`src/rtl/program_loader_pkg.sv`:
```
// Shared definitions for the program loader: FSM states, frame constants, header layout.
// Imported by the loader top and its byte packer.
package program_loader_pkg;

  typedef enum logic [2:0] {
    ST_IDLE,
    ST_HDR,
    ST_INSTR,
    ST_DATA,
    ST_CHECK,
    ST_RUN,
    ST_DONE,
    ST_ERROR
  } state_t;

  localparam logic [7:0] MAGIC_DEFAULT = 8'hB5;
  localparam int         HDR_BYTES     = 4;
  localparam int         WORD_BYTES    = 4;

  // Little-endian header: icount arrives first, so it lands in the low half.
  typedef struct packed {
    logic [15:0] dcount;
    logic [15:0] icount;
  } hdr_t;

  function automatic logic is_load_state(input state_t s);
    return (s == ST_INSTR) || (s == ST_DATA);
  endfunction

endpackage

```
`src/rtl/program_loader_byte_packer.sv`:
```
// Packs accepted bytes little-endian into 32-bit words.
// Latency: word_dat/word_done one cycle after the 4th byte; word_last flags that byte combinationally.
// Backpressure: none, consumes every byte_vld cycle.
module program_loader_byte_packer
  import program_loader_pkg::*;
(
  input  logic        clk,
  input  logic        reset,
  input  logic        byte_vld,
  input  logic [7:0]  byte_dat,
  output logic        word_last,
  output logic [31:0] word_dat,
  output logic        word_done
);

  logic [1:0]  byte_cnt;
  logic [23:0] shift_dat;

  assign word_last = byte_vld && (byte_cnt == 2'(WORD_BYTES - 1));

  always_ff @(posedge clk) begin
    if (reset) begin
      byte_cnt  <= '0;
      shift_dat <= '0;
      word_dat  <= '0;
      word_done <= 1'b0;
    end else begin
      word_done <= word_last;
      if (byte_vld) begin
        byte_cnt  <= byte_cnt + 2'd1;
        shift_dat <= {byte_dat, shift_dat[23:8]};
      end
      if (word_last) begin
        word_dat <= {byte_dat, shift_dat};
      end
    end
  end

endmodule

```
`src/rtl/program_loader.sv`:
```
// Frames a host byte stream (magic, header, instr words, data words, checksum) into memory loads, then runs the program.
// Latency: each word strobes load_valid one cycle after its last byte; start_signal one cycle after a good checksum.
// Backpressure: in_ready is high while a frame can be taken, low in RUN, DONE and ERROR.
module program_loader
  import program_loader_pkg::*;
#(
  parameter logic [7:0] MAGIC     = MAGIC_DEFAULT,
  parameter int         MAX_INSTR = 1024,
  parameter int         MAX_DATA  = 1024
) (
  input  logic        clk,
  input  logic        reset,
  input  logic [7:0]  in_byte,
  input  logic        in_valid,
  output logic        in_ready,
  output logic [31:0] new_instruction,
  output logic        load_valid,
  output logic        add_into,
  output logic        start_signal,
  input  logic        end_signal,
  output logic        done,
  output logic        error
);

  localparam logic [15:0] MAX_INSTR_W = 16'(MAX_INSTR);
  localparam logic [15:0] MAX_DATA_W  = 16'(MAX_DATA);

  state_t      state, state_nxt;
  logic        byte_acc;
  logic [1:0]  hdr_cnt;
  logic [23:0] hdr_shift;
  hdr_t        hdr_full;
  hdr_t        hdr_q;
  logic        hdr_last;
  logic        hdr_bad;
  logic [15:0] word_cnt;
  logic [15:0] section_len;
  logic        section_last;
  logic [7:0]  csum;
  logic        pk_vld;
  logic        word_last;
  logic        add_into_q;

  assign in_ready = (state == ST_IDLE) || (state == ST_HDR) || is_load_state(state) ||
                    (state == ST_CHECK);
  assign byte_acc = in_valid && in_ready;
  assign pk_vld   = byte_acc && is_load_state(state);

  assign hdr_full = {in_byte, hdr_shift};
  assign hdr_last = byte_acc && (state == ST_HDR) && (hdr_cnt == 2'(HDR_BYTES - 1));
  assign hdr_bad  = (hdr_full.icount > MAX_INSTR_W) || (hdr_full.dcount > MAX_DATA_W);

  assign section_len  = (state == ST_INSTR) ? hdr_q.icount : hdr_q.dcount;
  assign section_last = word_last && ((word_cnt + 16'd1) == section_len);

  program_loader_byte_packer u_byte_packer (
    .clk       (clk),
    .reset     (reset),
    .byte_vld  (pk_vld),
    .byte_dat  (in_byte),
    .word_last (word_last),
    .word_dat  (new_instruction),
    .word_done (load_valid)
  );

  always_ff @(posedge clk) begin
    if (reset) begin
      state <= ST_IDLE;
    end else begin
      state <= state_nxt;
    end
  end

  always_comb begin
    state_nxt = state;
    case (state)
      ST_IDLE: begin
        if (byte_acc && (in_byte == MAGIC)) state_nxt = ST_HDR;
      end
      ST_HDR: begin
        if (hdr_last) begin
          if (hdr_bad)                         state_nxt = ST_ERROR;
          else if (hdr_full.icount != 16'd0)   state_nxt = ST_INSTR;
          else if (hdr_full.dcount != 16'd0)   state_nxt = ST_DATA;
          else                                 state_nxt = ST_CHECK;
        end
      end
      ST_INSTR: begin
        if (section_last) state_nxt = (hdr_q.dcount != 16'd0) ? ST_DATA : ST_CHECK;
      end
      ST_DATA: begin
        if (section_last) state_nxt = ST_CHECK;
      end
      ST_CHECK: begin
        if (byte_acc) state_nxt = (in_byte == csum) ? ST_RUN : ST_ERROR;
      end
      ST_RUN: begin
        if (end_signal) state_nxt = ST_DONE;
      end
      default: state_nxt = state;
    endcase
  end

  always_ff @(posedge clk) begin
    if (reset) begin
      hdr_cnt    <= '0;
      hdr_shift  <= '0;
      hdr_q      <= '0;
      word_cnt   <= '0;
      csum       <= '0;
      add_into_q <= 1'b0;
    end else begin
      if (byte_acc && (state == ST_HDR)) begin
        hdr_cnt   <= hdr_cnt + 2'd1;
        hdr_shift <= {in_byte, hdr_shift[23:8]};
        csum      <= csum ^ in_byte;
        if (hdr_last) hdr_q <= hdr_full;
      end
      if (pk_vld) begin
        csum <= csum ^ in_byte;
        if (word_last) word_cnt <= section_last ? 16'd0 : word_cnt + 16'd1;
      end
      // Flips together with the first data word's strobe, so the last instr load still sees 0.
      if ((state == ST_DATA) && word_last) add_into_q <= 1'b1;
    end
  end

  assign add_into     = add_into_q;
  assign start_signal = (state == ST_RUN) || (state == ST_DONE);
  assign done         = (state == ST_DONE);
  assign error        = (state == ST_ERROR);

endmodule

```
`config.mk`:
```
export PLATFORM = sky130hd
export DESIGN_NAME = program_loader
export DESIGN_NICKNAME = d
export VERILOG_FILES = /design/src/rtl/program_loader_pkg.sv /design/src/rtl/program_loader_byte_packer.sv /design/src/rtl/program_loader.sv
export SDC_FILE = /design/constraint.sdc
export NUM_CORES = 1
export LEC_CHECK = 0
export ABC_AREA = 1
export CORE_AREA = 2 2 116 118
export DETAILED_ROUTE_END_ITERATION = 6
export DIE_AREA = 0 0 118 120
export PLACE_DENSITY = 0.75
export SYNTH_ARGS = -nofsm -noshare
export SYNTH_HDL_FRONTEND = slang
export SYNTH_HIERARCHICAL = 1
export SYNTH_SLANG_ARGS = --single-unit
```
`constraint.sdc`:
```
create_clock -name clk -period 2.2 [get_ports clk]
set_input_delay 0.22 -clock clk [delete_from_list [all_inputs] [get_ports clk]]
set_output_delay 0.22 -clock clk [all_outputs]
set_load 0.01 [all_outputs]
```
# After elaboration in Yosys (flattened, before gate mapping)
# Index checks and enable logic that the tools add are counted.
[word_totals] wordCells=75 output_inout_bits=38 ff_bits=145
[op_classes] n_addsub=3 bitwise=1 n_reduce_logical=23 muxes=16 order_cmp=2 n_eq_ne=18
[ops] operator="16-bit nonzero test" count=3
[ops] operator="16-bit by 11-bit > comparator with 1-bit output (second input constant)" count=2
[ops] operator="16-bit two-way mux" count=2
[ops] operator="3-bit two-way mux" count=10
[ops] operator="3-bit case mux with 6 select lines" count=1
[ops] operator="16-bit by 1-bit adder with 16-bit output (second input constant)" count=1
[ops] operator="16-bit equality test" count=1
[ops] operator="8-bit two-way mux" count=2
[ops] operator="3-bit equality test (second input constant)" count=4
[ops] operator="2-bit inequality test (second input constant)" count=5
[ops] operator="8-bit equality test" count=1
[ops] operator="8-bit equality test (second input constant)" count=1
[ops] operator="1-bit logical AND" count=8
[ops] operator="8-bit bitwise XOR" count=1
[ops] operator="7-bit AND reduction" count=1
[ops] operator="3-bit by 2-bit equality test with 1-bit output (second input constant)" count=2
[ops] operator="1-bit logical OR" count=6
[ops] operator="6-bit nonzero test" count=1
[ops] operator="2-bit by 1-bit adder with 2-bit output (second input constant)" count=2
[ops] operator="2-bit equality test (second input constant)" count=2
[ops] operator="2-bit AND reduction" count=2
[ops] operator="3-bit by 1-bit equality test with 1-bit output (second input constant)" count=1
[ops] operator="3-bit logical NOT" count=1
[ops] operator="2-bit two-way mux" count=1
[ops] operator="other kinds (2)" count=2

# Longest topological paths before layout
[logic_depth] word_depth=10 ltp_mapped=18 ltp_nobuf=17

# Hierarchy
# Netlist, hierarchy kept.
[by_module_without_submodules] module="program_loader" seq_area_each_um2=1721.7 area_per_inst_um2=4571.9 cells_per_inst=698 n_inst=1
[by_module_without_submodules] module="program_loader_byte_packer" seq_area_each_um2=1181.1 area_per_inst_um2=2132.0 cells_per_inst=283 n_inst=1

# Worst setup path after synthesis
# OpenSTA, ideal clock, no wires.
[synth_path] path_kind="reg2reg" startpoint="register state[2]" endpoint="register word_cnt[10]" slack_ns=-0.100 setup_time_ns=0.132 t_arrival_ns=2.168 t_required_ns=2.068 period_less_slack_ns=2.300 stages_incl_launch_ff=16 cell_sequence="dfxtp_1 inv_2 buf_4 nand2_1 nor2_1 buf_4 nand2_2 buf_6 buf_4 inv_1 inv_1 nor2_2 inv_1 clkbuf_1 nand2_1 a21oi_1"
[synth_between] elab_chain_len=9 word_cells_on_any_way=17 classes_between="eq/ne: 5; mux: 2; reduce/logical: 10"
[synth_rtl] element="start: declaration" line_no="program_loader.sv:28" text="state_t state, state_nxt;"
[synth_rtl] element="start signal: assignment" line_no="program_loader.sv:70" text="state <= state_nxt;"
[synth_rtl] element="3-bit by 1-bit equality test with 1-bit output (tied with other cells)" line_no="program_loader.sv:44" text="assign in_ready = (state == ST_IDLE) || (state == ST_HDR) || is_load_state(state) ||"
[synth_rtl] element="1-bit logical OR (on tied branches)" line_no="program_loader.sv:44, program_loader_pkg.sv:27"
[synth_rtl] element="1-bit logical OR (2 in series)" line_no="program_loader.sv:44"
[synth_rtl] element="1-bit logical AND" line_no="program_loader.sv:46" text="assign byte_acc = in_valid && in_ready;"
[synth_rtl] element="1-bit logical AND *" line_no="program_loader.sv:47" text="assign pk_vld = byte_acc && is_load_state(state);"
[synth_rtl] element="net pk_vld" line_no="program_loader.sv:40" text="logic pk_vld;"
[synth_rtl] element="1-bit logical AND *" line_no="program_loader_byte_packer.sv:19" text="assign word_last = byte_vld && (byte_cnt == 2'(WORD_BYTES - 1));"
[synth_rtl] element="net word_last" line_no="program_loader.sv:41" text="logic word_last;"
[synth_rtl] element="1-bit logical AND" line_no="program_loader.sv:54" text="assign section_last = word_last && ((word_cnt + 16'd1) == section_len);"
[synth_rtl] element="16-bit two-way mux" line_no="program_loader.sv:121" text="if (word_last) word_cnt <= section_last ? 16'd0 : word_cnt + 16'd1;"
[synth_rtl] element="end signal: assignment" line_no="program_loader.sv:121"
[synth_rtl] element="end: declaration" line_no="program_loader.sv:36" text="logic [15:0] word_cnt;"
# The timed path passes the listed nets; every way through them passes the cells marked *.
# A chain may end at the register's enable or synchronous reset.

# Worst setup path after layout
[layout_path] startpoint="register word_cnt[12]" endpoint="register word_cnt[13]"
[layout_between] elab_chain_len=4
[layout_rtl] element="16-bit by 1-bit adder with 16-bit output *" line_no="program_loader.sv:54, program_loader.sv:121"
[layout_rtl] element="16-bit equality test" line_no="program_loader.sv:54"
[layout_rtl] element="1-bit logical AND" line_no="program_loader.sv:54"
[layout_rtl] element="16-bit two-way mux *" line_no="program_loader.sv:121"
# Mark *: on every way between the ends. The rest lies on a longest branch, timed or not.

==> results.md <==
* Outcome: complete, no violations
* Worst Max-Slew Pin Slew at about 0.75 ns
* DP Cell Count at about 1200
* ANT nets after route at 0
* Crit. End Element: register
* Die X at about 120 um
* Core area at ~0.013 mm^2
* Vias in the first global route at just under 6000
* GP Congestion at roughly 0.88
* Port bufs at slightly below 50
* Nets at 1057
* Clock skew at slightly below 0.009 ns
* RSZ-0062 raised after global routing: yes
* Total power at 7600 uW
* Area grow syn2layout at 23.8%
* Fill cells at between 1000 and 1500
* Crit. Startpoint: word_cnt[12]
* Site row count at 42
* Tcrit/Tclk final at 0.963
* Crit path to: word_cnt[13]
* # IOs at 50
* DRC at 0
* Non-filler cells in the finished layout at ~1200
* CTS Hold Bufs at 0
* Leak at around 0.0036 uW
* Worst-skew pair later-pin latency at ~0.43 ns
* Top cells by area in the synthesized netlist: dfxtp_1 43%, nand2_1 14%, nor2_1 7.1%
* Wire per inst at 14.5 um
* Net switching fraction of the power at 0.332
* Total grt overflow at 0
* Required @ worst endpoint at 2.49 ns
* 1st-iter DRT viols at 599
* Clock power frac at 0.389
* Hold Path Class: in -> reg
* Worst reg2reg endpoint: word_cnt[13]
* # setup viols final at 0
* Maxcap violations at 0
* #FFs+latches synth at about 150
* Final Max Slew Viols at 0
* Initial antenna violation count at 0
* Die height at approximately 120 um
* Cell Area, Placed at 0.00751 mm^2
* CTS max path bufs at 2
* Post-Syn Area per Cell at 6.83 um^2
* Logic pwr share at 0.217
* Post-DP HPWL at between 10000 and 15000 um
* Sequential share of power at 0.394
* Reg2reg start: word_cnt[12]
* Vias/cell at ~5.3
* Total Routing Usage GR at 0.254
* Fmax at 472 MHz
* CTS H-tree lvls at 4
* Synth Warn # at 6
* Netlist cell types at 31
* Cells after Synth at 981
* Crit-path max FO at 8
* Root buf cell: clkbuf_16
* R2r setup slk at between 0.08 and 0.09 ns
* Post-synthesis instance area at approximately 0.0067 mm^2
* DR vias at roughly 6500
* PwrDens at between 900 and 1000 mW/mm^2
* Top-area cell type share of the netlist area at 0.433
* Rel. slew slack at 0.498
* Antenna cells at 0
* Worst-path clk slew at 0.07 ns
* Share of post-route cells with drive strength above 1 at 0.117
* Sequential share of the synthesized area at 0.433
* Syn nets at about 1000
* Net Sw Power at 2530 uW
* Sink Count at approximately 150
* VDD IR max at roughly 0.73 mV
* Kind of start point of the critical path: register
* Pint at approximately 5100 uW
* Post-layout instance area at between 0.008 and 0.009 mm^2
* Count of final hold-check violations at 0
* DRT Pass-1 Iters at 5
* CTS tree: built
* CP arrival at approximately 2.4 ns
* Pin count of the biggest net entering global routing at 54
* Initial cell density of the core at 0.516
* Yosys top cell by area: dfxtp_1
* First-pass GRT wire length at around 29000 um
* WS Path Type: reg -> reg
* Die ar. at about 0.014 mm^2
* FF-to-FF path depth at 14
* Num CTS Buffers at 17
* Crit path time final at 2.12 ns
* Final WL at 17900 um
area by class of cell:
type                            count  area, um^2  area share
Clock buffer                       17         425      0.0513
Clock inverter                     15         198      0.0238
Inverter                          102         383      0.0461
Multi-Input combinational cell    688        3280       0.396
Sequential cell                   145        2920       0.351
Tap cell                          176         220      0.0265
Timing Repair Buffer               88         873       0.105
timing repair:
| action | 4_1_cts | 5_1_grt |
|---|---|---|
| buffers inserted | 0 | 4 |
| pin swaps | 0 | 14 |
| setup endpoints to repair | 11 | 20 |
| gates resized for setup | 2 | 38 |
| cloned | 0 | 0 |
worst min-delay path by stage:
| stage | from | endpoint | slack [ns] | cells past startpoint |
|---|---|---|---|---|
| finish | reset | u_byte_packer/word_dat[4] | 0.27 | 4 |
| global route | reset | u_byte_packer/word_dat[4] | 0.30 | 4 |
| CTS | reset | u_byte_packer/word_dat[4] | 0.26 | 4 |
| detailed placement | add_into | add_into | 0.45 | 2 |
| global placement | hdr_q[15] | hdr_q[15] | 0.44 | 2 |
| floorplan | reset | u_byte_packer/shift_dat[14] | 0.29 | 1 |
per-stage QoR:
step,hold WS (ns),TNS [ns],setup WS (ns),util
after CTS,0.260,0,0.0509,0.628
after global placement,0.440,0,0.0537,0.579
after detailed placement,0.455,0,0.0296,0.579
after floorplan,0.289,0,0.00481,-
after global routing,0.302,-0.381,-0.0439,0.639
final,0.269,0,0.0810,0.639
Yosys cell counts:
cell and instances:
buf_2 6, ha_1 3, o21ai_0 75, xor2_1 7
nor2_4 1, o2111ai_1 1, clkbuf_1 26, nor4_1 7
nand3_1 78, a21oi_2 1, nand2_4 1, buf_6 6
nand4_1 17, o21ai_1 7, buf_4 8, a211oi_1 9
inv_2 3, xnor2_1 4, nor3_1 5, nand3b_1 5
nand2_1 244, clkinv_1 1, inv_1 98, o21ai_2 1
o22ai_1 1, nand2_2 4, nor2_2 10, a21oi_1 79
nand3_4 1, nor2_1 127, dfxtp_1 145
placed cells by master (no fill, tap or decap), drive strengths merged, types with 40 or more instances in the layout:
master / n
nand2: 249
dfxtp: 145
nor2: 138
inv: 105
o21ai: 83
a21oi: 80
nand3: 79
clkdlybuf4s50: 48
buf: 40
worst max-delay path: stages (launching register included):
cell and delay (ns):
dfxtp_1 0.41, nand2_1 0.12, nor2_4 0.19, nand2_1 0.12, inv_1 0.09, nand3_1 0.07, nand3_1 0.10, nand2_1 0.08
nor2_1 0.14, nand2_1 0.10, nor2_2 0.16, nand2_4 0.10, buf_12 0.15, nand3_1 0.08, a21oi_1 0.06
flip-flops by register name (all words and copies together), names as in the netlist, 2 cells and up:
| name | flops |
|---|---|
| word_cnt | 16 |
| hdr_cnt | 2 |
| u_byte_packer/shift_dat | 24 |
| hdr_shift | 24 |
| csum | 8 |
| state | 3 |
| u_byte_packer/word_dat | 32 |
| u_byte_packer/byte_cnt | 2 |
| hdr_q | 32 |
per-layer routing:
layer / vias up / global-route usage / share of wire
met4: 0 / 0.0783 / 0.013
met2: 195 / 0.417 / 0.47
met5: - / 0 / 0
met1: 3025 / 0.336 / 0.46
li1: 3302 / - / -
met3: 24 / 0.0547 / 0.054
cells by family (layout without fill, tap and decap cells):
kind of cell / count (synthesis) / after routing / share of synthesized area
buf+inv: 148 / 222 / 0.0952
flops: 145 / 145 / 0.433
simple gates: 500 / 500 / 0.317
compound gates: 174 / 174 / 0.135
xor+xnor: 11 / 11 / 0.0144
fa+ha+maj: 3 / 3 / 0.00560
power by group through the flow:
stage / logic (uW) / registers, uW / clock network, uW
floorplan: 1160 / 3010 / 0
global placement: 1550 / 3040 / 0
detailed placement: 1560 / 3050 / 0
CTS: 1600 / 2990 / 2980
global route: 1850 / 3020 / 3110
finish: 1650 / 3000 / 2960
Power figures use the tool's default switching activity.
